## src/rtl/pipeline_hazard_ctrl_if.sv

```systemverilog
// Hazard controller bundle: pipeline status inputs and
// stage enable / squash outputs.
interface pipeline_hazard_ctrl_if #(
  parameter int CNT_W = 16
);
  logic [2:0]       id_rs;
  logic [2:0]       id_rt;
  logic             id_uses_rs;
  logic             id_uses_rt;
  logic [2:0]       ex_rt;
  logic             ex_mem_read;
  logic             mem_branch;
  logic             mem_zero;
  logic             mem_req;
  logic             mem_ready;
  logic             pc_write;
  logic             pc_src;
  logic             ifid_write;
  logic             ifid_flush;
  logic             idex_write;
  logic             idex_bubble;
  logic             exmem_write;
  logic             exmem_flush;
  logic [1:0]       state;
  logic             mem_timeout;
  logic [CNT_W-1:0] stall_count;
  logic [CNT_W-1:0] flush_count;

  modport master (
    output id_rs, id_rt, id_uses_rs, id_uses_rt,
    output ex_rt, ex_mem_read,
    output mem_branch, mem_zero, mem_req, mem_ready,
    input  pc_write, pc_src, ifid_write, ifid_flush,
    input  idex_write, idex_bubble,
    input  exmem_write, exmem_flush,
    input  state, mem_timeout, stall_count, flush_count
  );

  modport slave (
    input  id_rs, id_rt, id_uses_rs, id_uses_rt,
    input  ex_rt, ex_mem_read,
    input  mem_branch, mem_zero, mem_req, mem_ready,
    output pc_write, pc_src, ifid_write, ifid_flush,
    output idex_write, idex_bubble,
    output exmem_write, exmem_flush,
    output state, mem_timeout, stall_count, flush_count
  );
endinterface

```

## src/rtl/pipeline_hazard_ctrl.sv

```systemverilog
// Hazard / sequencing controller for the 5-stage pipeline:
// load-use stalls, MEM-resolved branches, data-memory waits.
module pipeline_hazard_ctrl #(
  parameter int CNT_W        = 16,
  parameter int MEM_TIMEOUT  = 64,
  parameter int R0_HARDWIRED = 1
) (
  input logic                   clk,
  input logic                   rst_n,
  pipeline_hazard_ctrl_if.slave bus
);

  localparam int WAIT_W = $clog2(MEM_TIMEOUT);
  localparam logic [WAIT_W-1:0] WAIT_MAX =
    WAIT_W'(MEM_TIMEOUT - 1);
  localparam logic [CNT_W-1:0] CNT_MAX = '1;

  typedef enum logic [1:0] {
    RUN        = 2'd0,
    LOAD_STALL = 2'd1,
    BR_FLUSH   = 2'd2,
    MEM_WAIT   = 2'd3
  } state_e;

  state_e            r_state;
  state_e            w_state_nxt;
  logic [WAIT_W-1:0] r_wait;
  logic [WAIT_W-1:0] w_wait_nxt;
  logic              r_timeout;
  logic [CNT_W-1:0]  r_stall_cnt;
  logic [CNT_W-1:0]  r_flush_cnt;

  logic w_taken;
  logic w_hit;
  logic w_r0;
  logic w_masked;
  logic w_load_use;
  logic w_mem_stall;
  logic w_ev_to;
  logic w_ev_stall;
  logic w_ev_br;
  logic w_ev_lu;

  logic w_pc_write;
  logic w_pc_src;
  logic w_ifid_write;
  logic w_ifid_flush;
  logic w_idex_write;
  logic w_idex_bubble;
  logic w_exmem_write;
  logic w_exmem_flush;

  // Events are made mutually exclusive here so the decoder
  // below can stay a flat one-hot case.
  always_comb begin
    w_taken = bus.mem_branch & bus.mem_zero;
    w_hit =
      (bus.id_uses_rs & (bus.id_rs == bus.ex_rt)) |
      (bus.id_uses_rt & (bus.id_rt == bus.ex_rt));
    w_r0 = (R0_HARDWIRED != 0) & (bus.ex_rt == 3'd0);
    w_masked = (r_state == LOAD_STALL) |
               (r_state == BR_FLUSH);
    w_load_use = bus.ex_mem_read & w_hit &
                 ~w_r0 & ~w_masked;
    w_mem_stall = bus.mem_req & ~bus.mem_ready;
    w_ev_to    = w_mem_stall & (r_wait == WAIT_MAX);
    w_ev_stall = w_mem_stall & ~w_ev_to;
    w_ev_br    = w_taken & ~w_mem_stall;
    w_ev_lu    = w_load_use & ~w_taken & ~w_mem_stall;
  end

  always_comb begin
    w_pc_write    = 1'b1;
    w_pc_src      = 1'b0;
    w_ifid_write  = 1'b1;
    w_ifid_flush  = 1'b0;
    w_idex_write  = 1'b1;
    w_idex_bubble = 1'b0;
    w_exmem_write = 1'b1;
    w_exmem_flush = 1'b0;
    w_state_nxt   = RUN;
    w_wait_nxt    = '0;
    unique case (1'b1)
      w_ev_to: begin
        w_exmem_flush = 1'b1;
      end
      w_ev_stall: begin
        w_pc_write    = 1'b0;
        w_ifid_write  = 1'b0;
        w_idex_write  = 1'b0;
        w_exmem_write = 1'b0;
        w_state_nxt   = MEM_WAIT;
        w_wait_nxt    = r_wait + WAIT_W'(1);
      end
      w_ev_br: begin
        w_pc_src      = 1'b1;
        w_ifid_flush  = 1'b1;
        w_idex_bubble = 1'b1;
        w_exmem_flush = 1'b1;
        w_state_nxt   = BR_FLUSH;
      end
      w_ev_lu: begin
        w_pc_write    = 1'b0;
        w_ifid_write  = 1'b0;
        w_idex_bubble = 1'b1;
        w_state_nxt   = LOAD_STALL;
      end
      default: begin
        w_state_nxt = RUN;
      end
    endcase
  end

  always_ff @(posedge clk or negedge rst_n) begin
    if (!rst_n) begin
      r_state   <= RUN;
      r_wait    <= '0;
      r_timeout <= 1'b0;
    end else begin
      r_state   <= w_state_nxt;
      r_wait    <= w_wait_nxt;
      r_timeout <= r_timeout | w_ev_to;
    end
  end

  always_ff @(posedge clk or negedge rst_n) begin
    if (!rst_n) begin
      r_stall_cnt <= '0;
      r_flush_cnt <= '0;
    end else begin
      if (!w_pc_write && r_stall_cnt != CNT_MAX)
        r_stall_cnt <= r_stall_cnt + CNT_W'(1);
      if (w_ev_br && r_flush_cnt != CNT_MAX)
        r_flush_cnt <= r_flush_cnt + CNT_W'(1);
    end
  end

  assign bus.pc_write    = w_pc_write;
  assign bus.pc_src      = w_pc_src;
  assign bus.ifid_write  = w_ifid_write;
  assign bus.ifid_flush  = w_ifid_flush;
  assign bus.idex_write  = w_idex_write;
  assign bus.idex_bubble = w_idex_bubble;
  assign bus.exmem_write = w_exmem_write;
  assign bus.exmem_flush = w_exmem_flush;
  assign bus.state       = r_state;
  assign bus.mem_timeout = r_timeout;
  assign bus.stall_count = r_stall_cnt;
  assign bus.flush_count = r_flush_cnt;

endmodule

```

## src/flat_wrapper.sv

```systemverilog
// flat-port wrapper written by rule: the top's interface ports become plain ports
module pipeline_hazard_ctrl_flat 
#(
  parameter int CNT_W        = 16,
  parameter int MEM_TIMEOUT  = 64,
  parameter int R0_HARDWIRED = 1
)
  (clk, rst_n, bus_id_rs, bus_id_rt, bus_id_uses_rs, bus_id_uses_rt, bus_ex_rt, bus_ex_mem_read, bus_mem_branch, bus_mem_zero, bus_mem_req, bus_mem_ready, bus_pc_write, bus_pc_src, bus_ifid_write, bus_ifid_flush, bus_idex_write, bus_idex_bubble, bus_exmem_write, bus_exmem_flush, bus_state, bus_mem_timeout, bus_stall_count, bus_flush_count);
  pipeline_hazard_ctrl_if #(.CNT_W(CNT_W)) bus_i ();
  input logic clk;
  input logic rst_n;
  input wire logic [$bits(bus_i.id_rs)-1:0] bus_id_rs;
  input wire logic [$bits(bus_i.id_rt)-1:0] bus_id_rt;
  input wire logic [$bits(bus_i.id_uses_rs)-1:0] bus_id_uses_rs;
  input wire logic [$bits(bus_i.id_uses_rt)-1:0] bus_id_uses_rt;
  input wire logic [$bits(bus_i.ex_rt)-1:0] bus_ex_rt;
  input wire logic [$bits(bus_i.ex_mem_read)-1:0] bus_ex_mem_read;
  input wire logic [$bits(bus_i.mem_branch)-1:0] bus_mem_branch;
  input wire logic [$bits(bus_i.mem_zero)-1:0] bus_mem_zero;
  input wire logic [$bits(bus_i.mem_req)-1:0] bus_mem_req;
  input wire logic [$bits(bus_i.mem_ready)-1:0] bus_mem_ready;
  output wire logic [$bits(bus_i.pc_write)-1:0] bus_pc_write;
  output wire logic [$bits(bus_i.pc_src)-1:0] bus_pc_src;
  output wire logic [$bits(bus_i.ifid_write)-1:0] bus_ifid_write;
  output wire logic [$bits(bus_i.ifid_flush)-1:0] bus_ifid_flush;
  output wire logic [$bits(bus_i.idex_write)-1:0] bus_idex_write;
  output wire logic [$bits(bus_i.idex_bubble)-1:0] bus_idex_bubble;
  output wire logic [$bits(bus_i.exmem_write)-1:0] bus_exmem_write;
  output wire logic [$bits(bus_i.exmem_flush)-1:0] bus_exmem_flush;
  output wire logic [$bits(bus_i.state)-1:0] bus_state;
  output wire logic [$bits(bus_i.mem_timeout)-1:0] bus_mem_timeout;
  output wire logic [$bits(bus_i.stall_count)-1:0] bus_stall_count;
  output wire logic [$bits(bus_i.flush_count)-1:0] bus_flush_count;
  assign bus_i.id_rs = bus_id_rs;
  assign bus_i.id_rt = bus_id_rt;
  assign bus_i.id_uses_rs = bus_id_uses_rs;
  assign bus_i.id_uses_rt = bus_id_uses_rt;
  assign bus_i.ex_rt = bus_ex_rt;
  assign bus_i.ex_mem_read = bus_ex_mem_read;
  assign bus_i.mem_branch = bus_mem_branch;
  assign bus_i.mem_zero = bus_mem_zero;
  assign bus_i.mem_req = bus_mem_req;
  assign bus_i.mem_ready = bus_mem_ready;
  assign bus_pc_write = bus_i.pc_write;
  assign bus_pc_src = bus_i.pc_src;
  assign bus_ifid_write = bus_i.ifid_write;
  assign bus_ifid_flush = bus_i.ifid_flush;
  assign bus_idex_write = bus_i.idex_write;
  assign bus_idex_bubble = bus_i.idex_bubble;
  assign bus_exmem_write = bus_i.exmem_write;
  assign bus_exmem_flush = bus_i.exmem_flush;
  assign bus_state = bus_i.state;
  assign bus_mem_timeout = bus_i.mem_timeout;
  assign bus_stall_count = bus_i.stall_count;
  assign bus_flush_count = bus_i.flush_count;
  pipeline_hazard_ctrl #(.CNT_W(CNT_W), .MEM_TIMEOUT(MEM_TIMEOUT), .R0_HARDWIRED(R0_HARDWIRED)) u_core (.clk(clk), .rst_n(rst_n), .bus(bus_i));
endmodule
```

## config.mk

```make
export PLATFORM = sky130hd
export DESIGN_NAME = pipeline_hazard_ctrl_flat
export DESIGN_NICKNAME = d
export VERILOG_FILES = /design/src/rtl/pipeline_hazard_ctrl_if.sv /design/src/rtl/pipeline_hazard_ctrl.sv /design/src/flat_wrapper.sv
export SDC_FILE = /design/constraint.sdc
export NUM_CORES = 1
export LEC_CHECK = 0
export ABC_AREA = 1
export BUFFER_PORTS_ARGS = -buffer_cell sky130_fd_sc_hd__buf_2
export CAP_MARGIN = 30
export CORE_ASPECT_RATIO = 1.1
export CORE_UTILIZATION = 50
export CTS_CLUSTER_SIZE = 14
export DETAILED_ROUTE_END_ITERATION = 7
export PLACE_DENSITY = 0.75
export SLEW_MARGIN = 20
export SYNTH_ARGS = -nofsm -noshare
export SYNTH_HDL_FRONTEND = slang
export SYNTH_SLANG_ARGS = --single-unit
```

## constraint.sdc

```tcl
create_clock -name clk -period 2.1 [get_ports clk]
set_input_delay 0.315 -clock clk [delete_from_list [all_inputs] [get_ports clk]]
set_output_delay 0.315 -clock clk [all_outputs]
set_load 0.05 [all_outputs]
```

-- After elaboration in Yosys (flattened, before gate mapping)
Index checks and enable logic that the tools add are counted.
- word-level logic and storage cells: 49
- output and inout bits: 43
- register bits after elaboration: 41
- equality and inequality tests: 7
- bitwise operators: 21
- $add $sub $neg: 3
- reduce and logical (&&, ||, !) cells: 6
- muxes and demuxes: 7
- operators with widths (operator ; count):
    $add A16 B1 Y16 const B ; 2
    $ne A16 B16 Y1 const B ; 2
    $and A1 B1 Y1 ; 12
    $add A6 B1 Y6 const B ; 1
    $eq A3 B3 Y1 ; 2
    $eq A6 B6 Y1 const B ; 1
    $mux W6 ; 1
    $not A1 Y1 ; 6
    $pmux W2 S3 ; 1
    $reduce_or A2 Y1 ; 3
    $mux W1 ; 5
    $logic_not A3 Y1 ; 1
    $or A1 B1 Y1 ; 3
    $eq A2 B1 Y1 const B ; 1
    $eq A2 B2 Y1 const B ; 1
    $logic_and A1 B1 Y1 ; 2

-- Longest topological paths before layout
Gate-level depths: netlist of the first run.
- depth after elaboration: 10
- mapped depth: 12
- gate-level depth less buffers: 11

-- Worst setup path before layout of the first run
OpenSTA, ideal clock, no wires.
- path type: reg-to-output
- start point: reg u_core.r_wait[0]
- end point: out bus_pc_write
- data arrival time: 2149 ps
- path buffers: 2
- slack: -364 ps
- required time: 1785 ps
- stages on the path, launching flop included: 10
- cells stage by stage: dfrtp_1 -> ha_1 -> nand2_2 -> nor2_2 -> nand2_2 -> o21ai_4 -> nand2_4 -> buf_6 -> inv_1 -> buf_4
- longest elaborated chain between the ends: 6
- ends and longest elaborated chain (item ; RTL line ; source):
    start: declaration ; pipeline_hazard_ctrl.sv:27 ; logic [WAIT_W-1:0] r_wait;
    start signal: assignment ; pipeline_hazard_ctrl.sv:121 ; r_wait <= w_wait_nxt;
    $eq A6 B6 Y1 ; pipeline_hazard_ctrl.sv:66 ; w_ev_to = w_mem_stall & (r_wait == WAIT_MAX);
    $and A1 B1 Y1 ; pipeline_hazard_ctrl.sv:66 ;
    $not A1 Y1 ; pipeline_hazard_ctrl.sv:67 ; w_ev_stall = w_mem_stall & ~w_ev_to;
    $and A1 B1 Y1 ; pipeline_hazard_ctrl.sv:67 ;
    $reduce_or A2 Y1 (no source line) ; n/a ;
    $mux W1 ; n/a ;
    end: declaration ; flat_wrapper.sv:22 ; output wire logic [$bits(bus_i.pc_write)-1:0] bus_pc_write;
No other way between the ends.

-- Worst setup path after layout of the first run
- start point: reg u_core.r_wait[0]
- end point: out bus_pc_write
- longest elaborated chain between the ends: 6
- ends and longest elaborated chain (item ; RTL line ; source):
    $eq A6 B6 Y1 ; pipeline_hazard_ctrl.sv:66 ;
    $and A1 B1 Y1 ; pipeline_hazard_ctrl.sv:66 ;
    $not A1 Y1 ; pipeline_hazard_ctrl.sv:67 ;
    $and A1 B1 Y1 ; pipeline_hazard_ctrl.sv:67 ;
    $reduce_or A2 Y1 (no source line) ; n/a ;
    $mux W1 ; pipeline_hazard_ctrl.sv:83 ; unique case (1'b1)
No other way between the ends.

==> results.yml, run 1 <==
status:
  status: "completed"
cells_and_area:
  final_cell_mix: "nand2_1 (123), buf_2 (58), inv_1 (45)"
  layout_commonest_cell: "nand2_1"
  areaGrowthSynthToFinish_pct: 18.8
  drive_above_1_share_pct: 23.7
  antenna_cells: 0
  nNetsFinal: 439
sta:
  fin_tns_setup_ns: 0
  finalCritPeriodShare_pct: 96.0
  worstMarginPinSlew_ns: 0.528
  clock_skew_ns: 0.0108
  slew_headroom_pct: 64.8
  finalHoldViolCount: 0
  fmax_mhz: 496
  rsz0062_at_grt: "yes"
  setup_violations: 0
  fin_crit_ns: 2.02
  slew_violations: 0
clocking:
  clock-sinks: 41
  cts_buffers: 5
  clock_path_buffers: 2
  cts-htree-levels: 2
  clock_latency_ns: 0.29
  cts_hold_buffers: 0
  cts.clk_slew.worst_paths_ns: 0.08
  cts_root_buf: "clkbuf_8"
  cts_tree: "built"
drt:
  wire_per_inst_um: 11.3
  firstDrtPassIters: 4
  antenna_left: 0
  via_count: 2396
  finalWirelength_mm: 5.36
  drtIter0Drc: 111
  drcViolationCount: 0
  viasPerCell: 5.05
synth:
  synth_flop_cell: "dfrtp_1"
  ys_ff_latch: 41
  syn-instance-count: 352
  synth_cell_types: 28
  synth-edff-count: 0
  synthArstFlopShare_pct: 100
  syn-mean-instance-area_um2: 7.18
  synth_nets: 373
  yosysWarnings: 0
  ys_seq_area_share_pct: 40.6
  netlist_area_um2: 2530
floorplan:
  rows: 26
  die_area_um2: 5340
  start_util_pct: 53.2
  core_area_um2: 4750
  die_w_um: 69.8
  dieHeight_um: 76.6
  ios: 61
critical_path:
  path_max_fanout: 5
  crit_type: "flop to output port"
  cp.arrival_ns: 1.70
  end_kind: "output port"
  startpoint_type: "flop"
  cp.required_ns: 1.78
place:
  place_hpwl_mm: 3.84
  place_congestion: 0.799
  port_buffers: 60
power:
  peakVddDrop_v: 0.000767
  p_total_uw: 2540
  power_density_nw_per_um2: 846
  p_leak_uw: 0.00162
worst_hold_path:
  min_path_type: "input port to asynchronous set/reset pin"
global_routing:
  grt_pass1_wl_mm: 8.77
  grt_max_degree: 42
  grt_pass1_vias: 2020
  antenna_found_initial: 0
  track_usage_pct: 20.1
  overflow: 0
run:
  max-cap-violations: 0
synth_stat cells, drive strengths merged, types with 2 or more instances:
| master | instances | area share [%] |
|---|---|---|
| nor2 | 40 | 6.1 |
| ha | 3 | 1.5 |
| nor3 | 11 | 2.6 |
| xor2 | 10 | 3.5 |
| nand3b | 2 | 0.74 |
| inv | 47 | 7.0 |
| nand3 | 34 | 7.1 |
| xnor2 | 3 | 1.0 |
| dfrtp | 41 | 41 |
| nand4 | 6 | 1.5 |
| nand2 | 129 | 20 |
| o21ai | 14 | 4.4 |
| buf | 8 | 2.9 |
cells by family (layout without fill, tap and decap cells):
| group | count (synthesis) | count (layout) | share of synthesized area, % |
|---|---|---|---|
| and+or+nand+nor | 225 | 225 | 38.9 |
| buffers and inverters | 55 | 121 | 9.85 |
| DFF | 41 | 41 | 40.6 |
| AOI/OAI and AO/OA | 15 | 15 | 4.70 |
| xor gates and xnor gates | 13 | 13 | 4.50 |
| adders and majority gates | 3 | 3 | 1.49 |
final cells by class:
type                       instances  area (µm²)
multi-input combinational        256        1270
clock buffer                       7        86.3
tap                               56        70.1
sequential                        41        1030
fill                             452        1750
inverter                          47         180
timing repair buffer              67         373
per-stage QoR:
step / std cells / cell area, µm² / hold slack [ns] / util, % / setup WS, ns
floorplan: 352 / 2540 / 0.0194 / - / -0.177
detailed placement: 463 / 2850 / 0.414 / 60.1 / 0.235
global placement: 463 / 2850 / 0.410 / 60.1 / 0.301
global route: 474 / 3000 / 0.113 / 63.2 / -0.0338
CTS: 471 / 2950 / 0.0915 / 62.1 / 0.0115
finish: 474 / 3000 / 0.0801 / 63.2 / 0.0849
layer usage:
layer / up-vias / track usage (%) / wire length (µm)
met3: 4 / 4.10 / 289
met2: 66 / 33.5 / 2610
li1: 1224 / - / -
met1: 1102 / 25.8 / 2430
met5: - / 0 / 0
met4: 0 / 6.80 / 36
power by group:
| part | switching, µW | total, µW | internal [µW] |
|---|---|---|---|
| Sequential | 151 | 1060 | 904 |
| Combinational | 714 | 962 | 249 |
| Clock | 261 | 522 | 261 |
| Total | 1130 | 2540 | 1410 |
critical path: stages (launching register included):
cell and delay [ns]:
dfrtp_1 0.38, ha_2 0.22, nand2_4 0.06, nor2_4 0.10, nand2_2 0.08, o21ai_4 0.24
nand2_4 0.08, clkinvlp_4 0.10, buf_8 0.14
what timing repair did:
action,4_1_cts,5_1_grt
buffers inserted,1,3
gates cloned,0,0
gates resized for setup,0,11
endpoints found under the setup margin,4,4
pin swaps,1,2
flip-flops by register name (all words and copies together) (netlist names):
name                    count
u_core.bus.mem_timeout      1
u_core.bus.state            2
u_core.bus.flush_count     16
u_core.r_wait               6
u_core.bus.stall_count     16
path summary, 6_finish.rpt:
check / cells after the start / endpoint / slack [ns] / from
max: 8 / bus_pc_write / 0.08 / u_core.r_wait[0]
min: 2 / u_core.bus.stall_count[3] / 0.08 / rst_n
max reg2reg: 8 / u_core.bus.flush_count[11] / 0.26 / u_core.bus.flush_count[0]
min reg2reg: 2 / u_core.bus.mem_timeout / 0.47 / u_core.bus.mem_timeout
max in group asynchronous: 2 / u_core.bus.flush_count[15] / 1.65 / rst_n
min in group clk: 4 / u_core.r_wait[4] / 0.33 / bus_mem_ready
Note: power is estimated with default switching activity, not from simulation.
==> run 2: changes to the inputs <==
Settings changed: CELL_PAD_IN_SITES_DETAIL_PLACEMENT set to 1, CELL_PAD_IN_SITES_GLOBAL_PLACEMENT set to 2, CORE_UTILIZATION 50 to 29, PLACE_DENSITY 0.75 to 0.76.
==> results.yml, run 2 (synthesis results as in run 1) <==
drt:
  drcViolationCount: 0
  antenna_left: 0
  wire_per_inst_um: 12.6
  firstDrtPassIters: 4
  viasPerCell: 4.57
  finalWirelength_mm: 6.70
  drtIter0Drc: 66
  via_count: 2437
sta:
  slew_violations: 0
  finalHoldViolCount: 0
  rsz0062_at_grt: "yes"
  fin_ws_ns: 0.0900
  fin_tns_setup_ns: 0
  fmax_mhz: 498
  clock_skew_ns: 0.00748
  finalCritPeriodShare_pct: 95.7
  worstMarginPinSlew_ns: 0.498
  setup_violations: 0
  fin_crit_ns: 2.01
  slew_headroom_pct: 66.8
clocking:
  clock_path_buffers: 2
  cts.clk_slew.worst_paths_ns: 0.08
  cts_tree: "built"
  cts_root_buf: "clkbuf_8"
  clock_latency_ns: 0.30
  cts_buffers: 5
  clock-sinks: 41
  cts-htree-levels: 2
floorplan:
  start_util_pct: 30.1
  die_w_um: 91.0
  die_area_um2: 9090
  core_area_um2: 8410
  dieHeight_um: 99.9
  rows: 35
  ios: 61
power:
  swShare_pct: 44.6
  power_density_nw_per_um2: 840
  p_switching_uw: 1170
  peakVddDrop_v: 0.000376
  clockPowerShare_pct: 22.4
  internal_power_uw: 1450
  p_leak_uw: 0.00164
  seqPwrFrac_pct: 40.3
  combPwrFrac_pct: 37.3
place:
  place_ws_ns: 0.193
  port_buffers: 60
  place_hpwl_mm: 5.09
  place_congestion: 0.778
global_routing:
  track_usage_pct: 15.5
  grt_pass1_wl_mm: 11.3
  grt.busiest_layer: "met2"
  overflow: 0
  met1_usage_pct: 18.7
  grt_pass1_vias: 2439
  antenna_found_initial: 0
  grt_max_degree: 27
  use_met3_pct: 2.65
  use_met2_pct: 28.3
worst_hold_path:
  min_path_type: "input port to flop"
  min_path_cells: 4
critical_path:
  r2r_slack_ns: 0.27
  startpoint_type: "flop"
  cp.required_ns: 1.78
  reg2regPathDepth: 8
  cp.arrival_ns: 1.69
  crit_type: "flop to output port"
  end_kind: "output port"
  path_max_fanout: 6
cells_and_area:
  areaGrowthSynthToFinish_pct: 23.5
  fillers: 1129
  drive_above_1_share_pct: 24.6
  utilization_pct: 37.1
  layout_commonest_cell: "nand2_1"
  final_cell_mix: "nand2_1 (123), buf_2 (58), inv_1 (45)"
  nNetsFinal: 442
  antenna_cells: 0
run:
  max-cap-violations: 0
status:
  status: "completed"
[run 2: worst paths after layout]
| path | startpoint | endpoint |
|---|---|---|
| max | u_core.r_wait[0] | bus_pc_write |
| min | bus_mem_ready | u_core.r_wait[4] |
| max reg2reg | u_core.bus.flush_count[0] | u_core.bus.flush_count[14] |
| min reg2reg | u_core.bus.mem_timeout | u_core.bus.mem_timeout |
| max in group asynchronous | rst_n | u_core.r_wait[0] |
| min in group asynchronous | rst_n | u_core.bus.flush_count[3] |
[run 2: through the flow]
stage / instance area [µm²] / total power (µW) / instances / hold slack (ns)
finish: 3120 / 2620 / 533 / 0.316
global route: 3120 / 2790 / 533 / 0.337
detailed placement: 2930 / 2050 / 519 / 0.321
floorplan: 2540 / 1800 / 352 / 0.0194
CTS: 3060 / 2660 / 530 / 0.315
global placement: 2930 / 2030 / 519 / 0.320
[run 2: area by class of cell]
| cell class | count | area, µm² | share of cell area (%) |
|---|---|---|---|
| inverter | 47 | 183 | 5.85 |
| clock inverter | 1 | 5.00 | 0.160 |
| clock buffer | 7 | 96.3 | 3.09 |
| tap | 111 | 139 | 4.45 |
| timing repair buffer | 70 | 394 | 12.6 |
| multi-input combinational | 256 | 1280 | 40.9 |
| sequential | 41 | 1030 | 32.9 |
[run 2: critical path: stages, from the launching register on]
cell        delay, ns
dfrtp_2          0.41
ha_4             0.16
nand2_4          0.06
nor2_4           0.10
nand2_2          0.08
o21ai_4          0.26
nand2_4          0.09
clkinvlp_4       0.09
buf_6            0.15
[run 2: timing repair]
item / in CTS / in global routing
gates resized for setup: 0 / 14
buffers inserted: 2 / 3
hold buffers: 1 / 0
gates cloned: 0 / 0
endpoints found under the setup margin: 4 / 5
endpoints found under the hold margin: 19 / 0
pin swaps: 1 / 2
[run 2: per-layer routing]
metal  wire length [µm]  vias up  part of all wire [%]
li1                   -     1224                     -
met1               3020     1159                    45
met2               3350       46                    50
met3                258        8                   3.9
met4                 74        0                   1.1
met5                  0        -                     0
[run 2: power groups by stage]
stage	logic, µW	clock network [µW]	registers (µW)
floorplan	355	0	1440
global placement	960	0	1070
detailed placement	977	0	1070
CTS	983	616	1060
global route	1070	644	1080
finish	980	588	1060
